### src/rtl/multicycle_ctrl_pkg.sv
// Shared types for the multicycle MIPS control unit: state enum, opcode/funct
// constants and datapath select encodings.
package mc_pkg;

    typedef enum logic [3:0] {
        S_FETCH,
        S_DECODE,
        S_MEMADR,
        S_MEMRD,
        S_MEMWB,
        S_MEMWR,
        S_EXECUTE,
        S_ALUWB,
        S_BRANCH,
        S_ADDIEX,
        S_ADDIWB,
        S_JUMP,
        S_HALT
    } state_t;

    localparam logic [5:0] OP_RTYPE = 6'b000000;
    localparam logic [5:0] OP_LW    = 6'b100011;
    localparam logic [5:0] OP_SW    = 6'b101011;
    localparam logic [5:0] OP_BEQ   = 6'b000100;
    localparam logic [5:0] OP_ADDI  = 6'b001000;
    localparam logic [5:0] OP_J     = 6'b000010;

    localparam logic [5:0] FN_ADD = 6'b100000;
    localparam logic [5:0] FN_SUB = 6'b100010;
    localparam logic [5:0] FN_AND = 6'b100100;
    localparam logic [5:0] FN_OR  = 6'b100101;
    localparam logic [5:0] FN_SLT = 6'b101010;

    typedef enum logic [2:0] {
        ALU_AND = 3'b000,
        ALU_OR  = 3'b001,
        ALU_ADD = 3'b010,
        ALU_SUB = 3'b110,
        ALU_SLT = 3'b111
    } alu_t;

    typedef enum logic [1:0] {
        SRCB_REGB  = 2'b00,
        SRCB_FOUR  = 2'b01,
        SRCB_IMM   = 2'b10,
        SRCB_IMMSH = 2'b11
    } srcb_t;

    typedef enum logic [1:0] {
        PC_ALU    = 2'b00,
        PC_ALUOUT = 2'b01,
        PC_JUMP   = 2'b10
    } pcsrc_t;

endpackage

### src/rtl/multicycle_ctrl_if.sv
// Instruction/memory handshake and datapath control bundle between the
// multicycle controller (master) and the datapath/memory (slave).
interface multicycle_ctrl_if;
    logic [5:0] op;
    logic [5:0] funct;
    logic       zero;
    logic       mem_ready;
    logic       mem_req;
    logic       iord;
    logic       memwrite;
    logic       irwrite;
    logic       pcen;
    logic [1:0] pcsrc;
    logic       alusrca;
    logic [1:0] alusrcb;
    logic [2:0] alucontrol;
    logic       regdst;
    logic       memtoreg;
    logic       regwrite;
    logic       mem_timeout;
    logic       illegal;

    modport master (
        input  op, funct, zero, mem_ready,
        output mem_req, iord, memwrite, irwrite, pcen, pcsrc, alusrca, alusrcb,
               alucontrol, regdst, memtoreg, regwrite, mem_timeout, illegal
    );

    modport slave (
        output op, funct, zero, mem_ready,
        input  mem_req, iord, memwrite, irwrite, pcen, pcsrc, alusrca, alusrcb,
               alucontrol, regdst, memtoreg, regwrite, mem_timeout, illegal
    );
endinterface

### src/rtl/multicycle_ctrl_funct_dec.sv
// R-type funct field to ALU operation decode; unsupported codes fall back to
// add and are flagged so the controller can trap them.
module mc_funct_dec
    import mc_pkg::*;
(
    input  logic [5:0] funct,
    output logic [2:0] alucontrol,
    output logic       supported
);

    always_comb begin
        alucontrol = ALU_ADD;
        supported  = 1'b1;
        case (funct)
            FN_ADD:  alucontrol = ALU_ADD;
            FN_SUB:  alucontrol = ALU_SUB;
            FN_AND:  alucontrol = ALU_AND;
            FN_OR:   alucontrol = ALU_OR;
            FN_SLT:  alucontrol = ALU_SLT;
            default: supported  = 1'b0;
        endcase
    end

endmodule

### src/rtl/multicycle_ctrl.sv
// Multicycle MIPS controller with unified-memory wait handshake and timeout.
// Define MC_ILLEGAL_TRAP_EN to trap illegal opcodes/functs into HALT.
module multicycle_ctrl
    import mc_pkg::*;
#(
    parameter int unsigned WAIT_MAX = 255
) (
    input  logic               clk,
    input  logic               reset,
    multicycle_ctrl_if.master  bus
);

`ifdef MC_ILLEGAL_TRAP_EN
    localparam bit TRAP = 1'b1;
`else
    localparam bit TRAP = 1'b0;
`endif

    localparam logic [15:0] WMAX = 16'(WAIT_MAX);

    state_t      state_q;
    logic [15:0] wait_q;
    logic        timeout_q;
    logic [2:0]  funct_alu;
    logic        funct_ok;
    logic        in_mem;

    mc_funct_dec u_funct_dec (
        .funct      (bus.funct),
        .alucontrol (funct_alu),
        .supported  (funct_ok)
    );

    assign in_mem = (state_q == S_FETCH) || (state_q == S_MEMRD) || (state_q == S_MEMWR);

    always_ff @(posedge clk or negedge reset) begin
        if (!reset) begin
            state_q <= S_FETCH;
        end else begin
            case (state_q)
                S_FETCH:   if (bus.mem_ready) state_q <= S_DECODE;
                S_DECODE: begin
                    case (bus.op)
                        OP_LW, OP_SW: state_q <= S_MEMADR;
                        OP_RTYPE:     state_q <= S_EXECUTE;
                        OP_BEQ:       state_q <= S_BRANCH;
                        OP_ADDI:      state_q <= S_ADDIEX;
                        OP_J:         state_q <= S_JUMP;
                        default:      state_q <= TRAP ? S_HALT : S_FETCH;
                    endcase
                end
                S_MEMADR:  state_q <= (bus.op == OP_SW) ? S_MEMWR : S_MEMRD;
                S_MEMRD:   if (bus.mem_ready) state_q <= S_MEMWB;
                S_MEMWR:   if (bus.mem_ready) state_q <= S_FETCH;
                S_EXECUTE: state_q <= (funct_ok || !TRAP) ? S_ALUWB : S_HALT;
                S_ADDIEX:  state_q <= S_ADDIWB;
                S_HALT:    state_q <= TRAP ? S_HALT : S_FETCH;
                default:   state_q <= S_FETCH;
            endcase
        end
    end

    // Counts consecutive stalled memory cycles; timeout is sticky until reset.
    always_ff @(posedge clk or negedge reset) begin
        if (!reset) begin
            wait_q    <= '0;
            timeout_q <= 1'b0;
        end else if (in_mem && !bus.mem_ready) begin
            if (wait_q != WMAX) wait_q <= wait_q + 16'd1;
            if (wait_q >= WMAX - 16'd1) timeout_q <= 1'b1;
        end else begin
            wait_q <= '0;
        end
    end

    // Gated by reset so every strobe drops the instant reset asserts, yet
    // mem_req appears in the very first cycle after release.
    always_comb begin
        bus.mem_req     = 1'b0;
        bus.iord        = 1'b0;
        bus.memwrite    = 1'b0;
        bus.irwrite     = 1'b0;
        bus.pcen        = 1'b0;
        bus.pcsrc       = '0;
        bus.alusrca     = 1'b0;
        bus.alusrcb     = '0;
        bus.alucontrol  = '0;
        bus.regdst      = 1'b0;
        bus.memtoreg    = 1'b0;
        bus.regwrite    = 1'b0;
        bus.mem_timeout = 1'b0;
        bus.illegal     = 1'b0;
        if (reset) begin
            bus.mem_timeout = timeout_q;
            case (state_q)
                S_FETCH: begin
                    bus.mem_req    = 1'b1;
                    bus.alusrcb    = SRCB_FOUR;
                    bus.alucontrol = ALU_ADD;
                    bus.irwrite    = bus.mem_ready;
                    bus.pcen       = bus.mem_ready;
                end
                S_DECODE: begin
                    bus.alusrcb    = SRCB_IMMSH;
                    bus.alucontrol = ALU_ADD;
                end
                S_MEMADR, S_ADDIEX: begin
                    bus.alusrca    = 1'b1;
                    bus.alusrcb    = SRCB_IMM;
                    bus.alucontrol = ALU_ADD;
                end
                S_MEMRD: begin
                    bus.mem_req = 1'b1;
                    bus.iord    = 1'b1;
                end
                S_MEMWB: begin
                    bus.memtoreg = 1'b1;
                    bus.regwrite = 1'b1;
                end
                S_MEMWR: begin
                    bus.mem_req  = 1'b1;
                    bus.iord     = 1'b1;
                    bus.memwrite = 1'b1;
                end
                S_EXECUTE: begin
                    bus.alusrca    = 1'b1;
                    bus.alusrcb    = SRCB_REGB;
                    bus.alucontrol = funct_alu;
                end
                S_ALUWB: begin
                    bus.regdst   = 1'b1;
                    bus.regwrite = 1'b1;
                end
                S_BRANCH: begin
                    bus.alusrca    = 1'b1;
                    bus.alusrcb    = SRCB_REGB;
                    bus.alucontrol = ALU_SUB;
                    bus.pcsrc      = PC_ALUOUT;
                    bus.pcen       = bus.zero;
                end
                S_ADDIWB:  bus.regwrite = 1'b1;
                S_JUMP: begin
                    bus.pcsrc = PC_JUMP;
                    bus.pcen  = 1'b1;
                end
                S_HALT:    bus.illegal = TRAP;
                default: ;
            endcase
        end
    end

endmodule

### src/flat_wrapper.sv
// flat-port wrapper written by rule: the top's interface ports become plain ports
module multicycle_ctrl_flat import mc_pkg::*;
#(
    parameter int unsigned WAIT_MAX = 255
)
  (clk, reset, bus_op, bus_funct, bus_zero, bus_mem_ready, bus_mem_req, bus_iord, bus_memwrite, bus_irwrite, bus_pcen, bus_pcsrc, bus_alusrca, bus_alusrcb, bus_alucontrol, bus_regdst, bus_memtoreg, bus_regwrite, bus_mem_timeout, bus_illegal);
  multicycle_ctrl_if bus_i ();
  input  logic clk;
  input  logic reset;
  input wire logic [$bits(bus_i.op)-1:0] bus_op;
  input wire logic [$bits(bus_i.funct)-1:0] bus_funct;
  input wire logic [$bits(bus_i.zero)-1:0] bus_zero;
  input wire logic [$bits(bus_i.mem_ready)-1:0] bus_mem_ready;
  output wire logic [$bits(bus_i.mem_req)-1:0] bus_mem_req;
  output wire logic [$bits(bus_i.iord)-1:0] bus_iord;
  output wire logic [$bits(bus_i.memwrite)-1:0] bus_memwrite;
  output wire logic [$bits(bus_i.irwrite)-1:0] bus_irwrite;
  output wire logic [$bits(bus_i.pcen)-1:0] bus_pcen;
  output wire logic [$bits(bus_i.pcsrc)-1:0] bus_pcsrc;
  output wire logic [$bits(bus_i.alusrca)-1:0] bus_alusrca;
  output wire logic [$bits(bus_i.alusrcb)-1:0] bus_alusrcb;
  output wire logic [$bits(bus_i.alucontrol)-1:0] bus_alucontrol;
  output wire logic [$bits(bus_i.regdst)-1:0] bus_regdst;
  output wire logic [$bits(bus_i.memtoreg)-1:0] bus_memtoreg;
  output wire logic [$bits(bus_i.regwrite)-1:0] bus_regwrite;
  output wire logic [$bits(bus_i.mem_timeout)-1:0] bus_mem_timeout;
  output wire logic [$bits(bus_i.illegal)-1:0] bus_illegal;
  assign bus_i.op = bus_op;
  assign bus_i.funct = bus_funct;
  assign bus_i.zero = bus_zero;
  assign bus_i.mem_ready = bus_mem_ready;
  assign bus_mem_req = bus_i.mem_req;
  assign bus_iord = bus_i.iord;
  assign bus_memwrite = bus_i.memwrite;
  assign bus_irwrite = bus_i.irwrite;
  assign bus_pcen = bus_i.pcen;
  assign bus_pcsrc = bus_i.pcsrc;
  assign bus_alusrca = bus_i.alusrca;
  assign bus_alusrcb = bus_i.alusrcb;
  assign bus_alucontrol = bus_i.alucontrol;
  assign bus_regdst = bus_i.regdst;
  assign bus_memtoreg = bus_i.memtoreg;
  assign bus_regwrite = bus_i.regwrite;
  assign bus_mem_timeout = bus_i.mem_timeout;
  assign bus_illegal = bus_i.illegal;
  multicycle_ctrl #(.WAIT_MAX(WAIT_MAX)) u_core (.clk(clk), .reset(reset), .bus(bus_i));
endmodule
### config.mk
export PLATFORM = sky130hd
export DESIGN_NAME = multicycle_ctrl_flat
export DESIGN_NICKNAME = d
export VERILOG_FILES = /design/src/rtl/multicycle_ctrl_pkg.sv /design/src/rtl/multicycle_ctrl_if.sv /design/src/rtl/multicycle_ctrl_funct_dec.sv /design/src/rtl/multicycle_ctrl.sv /design/src/flat_wrapper.sv
export SDC_FILE = /design/constraint.sdc
export NUM_CORES = 1
export LEC_CHECK = 0
export ABC_AREA = 0
export BUFFER_PORTS_ARGS = -buffer_cell sky130_fd_sc_hd__clkbuf_2
export CAP_MARGIN = 20
export CORE_UTILIZATION = 56
export DETAILED_ROUTE_END_ITERATION = 10
export PLACE_DENSITY = 0.82
export SLEW_MARGIN = 0
export SYNTH_ARGS = -nofsm -noshare
export SYNTH_HDL_FRONTEND = slang
export SYNTH_SLANG_ARGS = --single-unit
### constraint.sdc
create_clock -name clk -period 4.1 [get_ports clk]
set_clock_uncertainty 0.05 [all_clocks]
set_input_delay 0.205 -clock clk [delete_from_list [all_inputs] [get_ports clk]]
set_output_delay 0.205 -clock clk [all_outputs]
set_load 0.01 [all_outputs]
==> impl_summary.md <==
Drt
The detailed-route wire length per cell is 14.18 um. The number of remaining DRC errors is 0. The routed layout has 1500 vias.

The number of violations reported at the end of detailed-routing iteration 0 is 50. The aggregate routed wire length is 3.459 mm. In the routed layout, each cell is associated on average with a via count of 6.148.

The count of nets left with antenna violations once routing finished came out at 0. The number of detailed-route iterations in the first pass is 5.

Logic synthesis
The synthesized-area fraction occupied by and/or/nand/nor cells is 33.74%. When the netlist entered floorplanning its net count stood at 205. The compound-gate portion of the synthesized area is 19.33%. The number of different library cells used by synthesis comes to 50. The post-synthesis mux area share is 0.6552%. The share of the synthesized area in the top cell type is 34.40%. The largest area contributor in the netlist is sky130_fd_sc_hd__dfrtp_1.

The number of cells produced by synthesis is 187. The synthesized design contains 0 enable-type register cells. The post-synthesis instance area is 1528 um^2.

The post-synthesis async set-or-reset flop share is 100.0%. By area the synthesized netlist is led by sky130_fd_sc_hd__dfrtp_1 (34%), sky130_fd_sc_hd__nor2_1 (4.9%), sky130_fd_sc_hd__a21oi_1 (4.3%). By area, the combinational part of the netlist is dominated by simple AND/OR/NAND/NOR gates. The number of synthesized register bits is 21. The dominant register cell in the synthesized netlist is sky130_fd_sc_hd__dfrtp_1.

The total of warnings raised by yosys is 0. After synthesis, the mean cell area works out to 8.170 um^2. After Yosys synthesis, full adders, half adders and majority gates account for 1.638% of the synthesized area.

After synthesis, flip-flops and latches occupy 34.40% of the total area. The xor and xnor fraction of the mapped netlist area is 5.160%.

Place
At the end of routability-driven placement, the weighted congestion stood at 0.8307. After detailed placement, the total cell area comes to 1667 um^2. Summed over all nets, the half-perimeter wirelength after detailed placement is 2.572 mm. The count of input and output buffers is 32.

Clocking
TritonCTS built the clock tree. The number of sinks handled by clock tree synthesis is 21. The level count of the clock H-tree is 1. The number of buffers created by CTS is 3. The number of resized instances in the post-cts repair step is 0. No sink is reached through more buffers than the 2 on the longest clock path. After clock tree synthesis, the clock-pin slew on the worst setup and hold paths is 110 ps.

The root buffer selected by CTS is sky130_fd_sc_hd__clkbuf_4. For the worst-skew pair, the clock arrives at the later sink with an insertion delay of 300 ps.

Floorplan
The floorplan step defined a core boundary enclosing 2522 um^2. The initialized floorplan defines 18 standard-cell rows. The effective utilization at floorplan is 60.57%. Measured along the y axis, the die boundary spans 54.23 um. The area of the die is 2941 um^2. The top-level I/O count is 34. The overall die width is 54.23 um.

Global routing
The routing usage on met1 is 35.39%. The first-pass GRT wire length is 5.568 mm. Global routing used 25.85% of the available tracks.

The via count of the first global-routing pass is 1301. The largest net degree at the start of global routing is 30. The busiest metal layer after global routing is met2. The initial antenna violation count is 0. Global routing used 5.000% of the available met3 tracks.

Global routing consumed, on the met2 layer, 43.09% of the routing resources. The overflow left after global routing is 0.

Layout
The summed area of non-filler cells in the final layout is 1703 um^2. The fraction of final layout cells sized beyond drive strength 1 is 18.22%. At the end of the flow, the number of nets in the layout was 233.

Counting the fill cells in the layout gives 215. The area growth from synthesis to layout is 11.47%. The repair_antennas step left the layout with diodes totalling 0.

Pwr
The leakage power of the design is 0.7209 nW. The worst-case vdd ir drop is 319.6 uV. The power per cell area is 390.9 nW/um^2.

The final total power is 0.0006656 W.

Timing
In the final timing run, aggregate negative setup slack is 0 ps. Setup repair after global routing left no endpoint under its margin. The final hold violation count is 0. In the finished design, the share of the clock period the worst path needs comes to 58.55%. For this run, the top clock speed supported by timing is 0.4166 GHz. At the pin with the least slew margin, the transition time is 622.8 ps. The final count of pins violating max slew is 0. The clock period could shrink to 2400 ps. The final number of setup-violating endpoints is 0. The worst slew margin relative to its limit is 57.41%.

Critical path
The highest fanout seen on the critical path is 29. The critical path goes through dlygate4sd3_1 -> clkbuf_2 -> nand2b_1 -> nor4_1 -> or2_2 -> clkbuf_2. The required arrival time at the worst endpoint is 3850 ps. The largest individual stage delay along the critical path comes from the cell sky130_fd_sc_hd__dlygate4sd3_1. The cell seen most often among critical-path stages is sky130_fd_sc_hd__clkbuf_2. The number of cells on the worst reg-to-reg path is 4. STA puts the critical path data arrival time at 2150 ps. The worst-case register-to-register setup slack is 2050 ps. In this design, the stage delay of the slowest critical-path cell is 520 ps.

The most critical setup path has its endpoint at bus_pcen. The worst path buffer plus inverter count is 3. The worst register-to-register path ends at u_core.wait_q[5]. The worst flop-to-flop path startpoint is u_core.state_q[1]. The gate family responsible for the most delay along the worst path is buffers and inverters.

The critical path endpoint category is an output pin. The critical path runs through a total of 6 cells. STA classifies the critical path startpoint as an input port. The origin of the worst setup path is reset.

The worst setup path is of the in -> out kind.

Flow run
The count of max-cap constraint violations is 0.

Min path
The worst hold path class is in -> reg.

Outcome
The flow ran to the end, and the final reports show no timing, DRC or antenna violations.
-- area by class of cell --
type / count / area [um^2] / area share [%]
Timing Repair Buffer: 33 / 170.2 / 9.993
Clock buffer: 4 / 26.28 / 1.543
Sequential cell: 21 / 525.5 / 30.86
Multi-Input combinational cell: 152 / 928.4 / 54.52
Inverter: 4 / 15.01 / 0.8817
Tap cell: 30 / 37.54 / 2.204
-- metal layers --
layer | vias to the layer above | routed length (um)
met4 | 0 | 18
met3 | 3 | 170
met1 | 701 | 1633
met5 | - | 0
met2 | 49 | 1636
li1 | 747 | -
-- kinds of logic after synthesis --
logic type	Yosys count
buf+inv	14
flops	21
other cells	1
compound gates	45
simple gates	94
fa+ha+maj	2
xor+xnor	9
mux	1
-- synth_stat cells (3+ instances only) --
cell type                  number
sky130_fd_sc_hd__a211oi_1       3
sky130_fd_sc_hd__a21oi_1       13
sky130_fd_sc_hd__and2_1         3
sky130_fd_sc_hd__and4_1         3
sky130_fd_sc_hd__clkbuf_1       4
sky130_fd_sc_hd__dfrtp_1       21
sky130_fd_sc_hd__inv_1          4
sky130_fd_sc_hd__nand2_1       13
sky130_fd_sc_hd__nand2b_1       6
sky130_fd_sc_hd__nand3_1       12
sky130_fd_sc_hd__nand4_1        5
sky130_fd_sc_hd__nor2_1        20
sky130_fd_sc_hd__nor2b_1        3
sky130_fd_sc_hd__nor3_1         8
sky130_fd_sc_hd__o21ai_0       11
sky130_fd_sc_hd__or3_1          7
sky130_fd_sc_hd__xnor2_1        6
sky130_fd_sc_hd__xor2_1         3
-- sequential cells by signal, indices dropped and copies added, names as in the netlist --
signal	count
u_core.timeout_q	1
u_core.wait_q	16
u_core.state_q	4
-- placed cells by master (no fill, tap or decap), types with 4 or more instances in the layout --
master	instances
sky130_fd_sc_hd__inv_1	4
sky130_fd_sc_hd__nor3_1	8
sky130_fd_sc_hd__nand4_1	5
sky130_fd_sc_hd__nand2b_1	6
sky130_fd_sc_hd__clkbuf_2	32
sky130_fd_sc_hd__nor2_1	20
sky130_fd_sc_hd__a21oi_1	13
sky130_fd_sc_hd__o21ai_0	11
sky130_fd_sc_hd__or3_1	7
sky130_fd_sc_hd__xnor2_1	6
sky130_fd_sc_hd__nand3_1	12
sky130_fd_sc_hd__nand2_1	13
sky130_fd_sc_hd__dfrtp_1	21
-- worst min-delay path by stage --
stage / start / endpoint / cells past startpoint
after global placement: reset / u_core.wait_q[14] / 1
final: bus_mem_ready / u_core.state_q[2] / 2
after global routing: bus_mem_ready / u_core.state_q[2] / 2
after CTS: bus_mem_ready / u_core.state_q[2] / 2
after floorplan: reset / u_core.state_q[0] / 0
after detailed placement: reset / u_core.wait_q[14] / 1
-- worst reg2reg max path, cell delays in order (launching register included) --
cell and delay, ps:
sky130_fd_sc_hd__dfrtp_1 710, sky130_fd_sc_hd__xnor2_1 240, sky130_fd_sc_hd__a2111oi_0 640, sky130_fd_sc_hd__o21ai_0 180
sky130_fd_sc_hd__a31oi_1 170
-- power breakdown --
part / total, W / switching [W] / internal [W]
clock: 0.0000987 / 0.0000608 / 0.0000379
combinational: 0.000263 / 0.000150 / 0.000113
sequential: 0.000304 / 0.0000745 / 0.000229
-- metrics by stage --
stage	utilization [%]	setup slack (ps)	cells	hold slack [ps]
2_1_floorplan	-	2301	187	-140.6
3_3_place_gp	66.07	2182	239	210.2
3_5_place_dp	66.07	2091	239	211.1
4_1_cts	67.51	1674	244	161.6
5_1_grt	67.51	1494	244	170.6
6_report	67.51	1700	244	167.8
-- timing repair --
action	4_1_cts	5_1_grt
hold buffers	1	0
buffers inserted	0	0
hold endpoints to repair	21	0
Note: power is estimated with default switching activity, not from simulation.
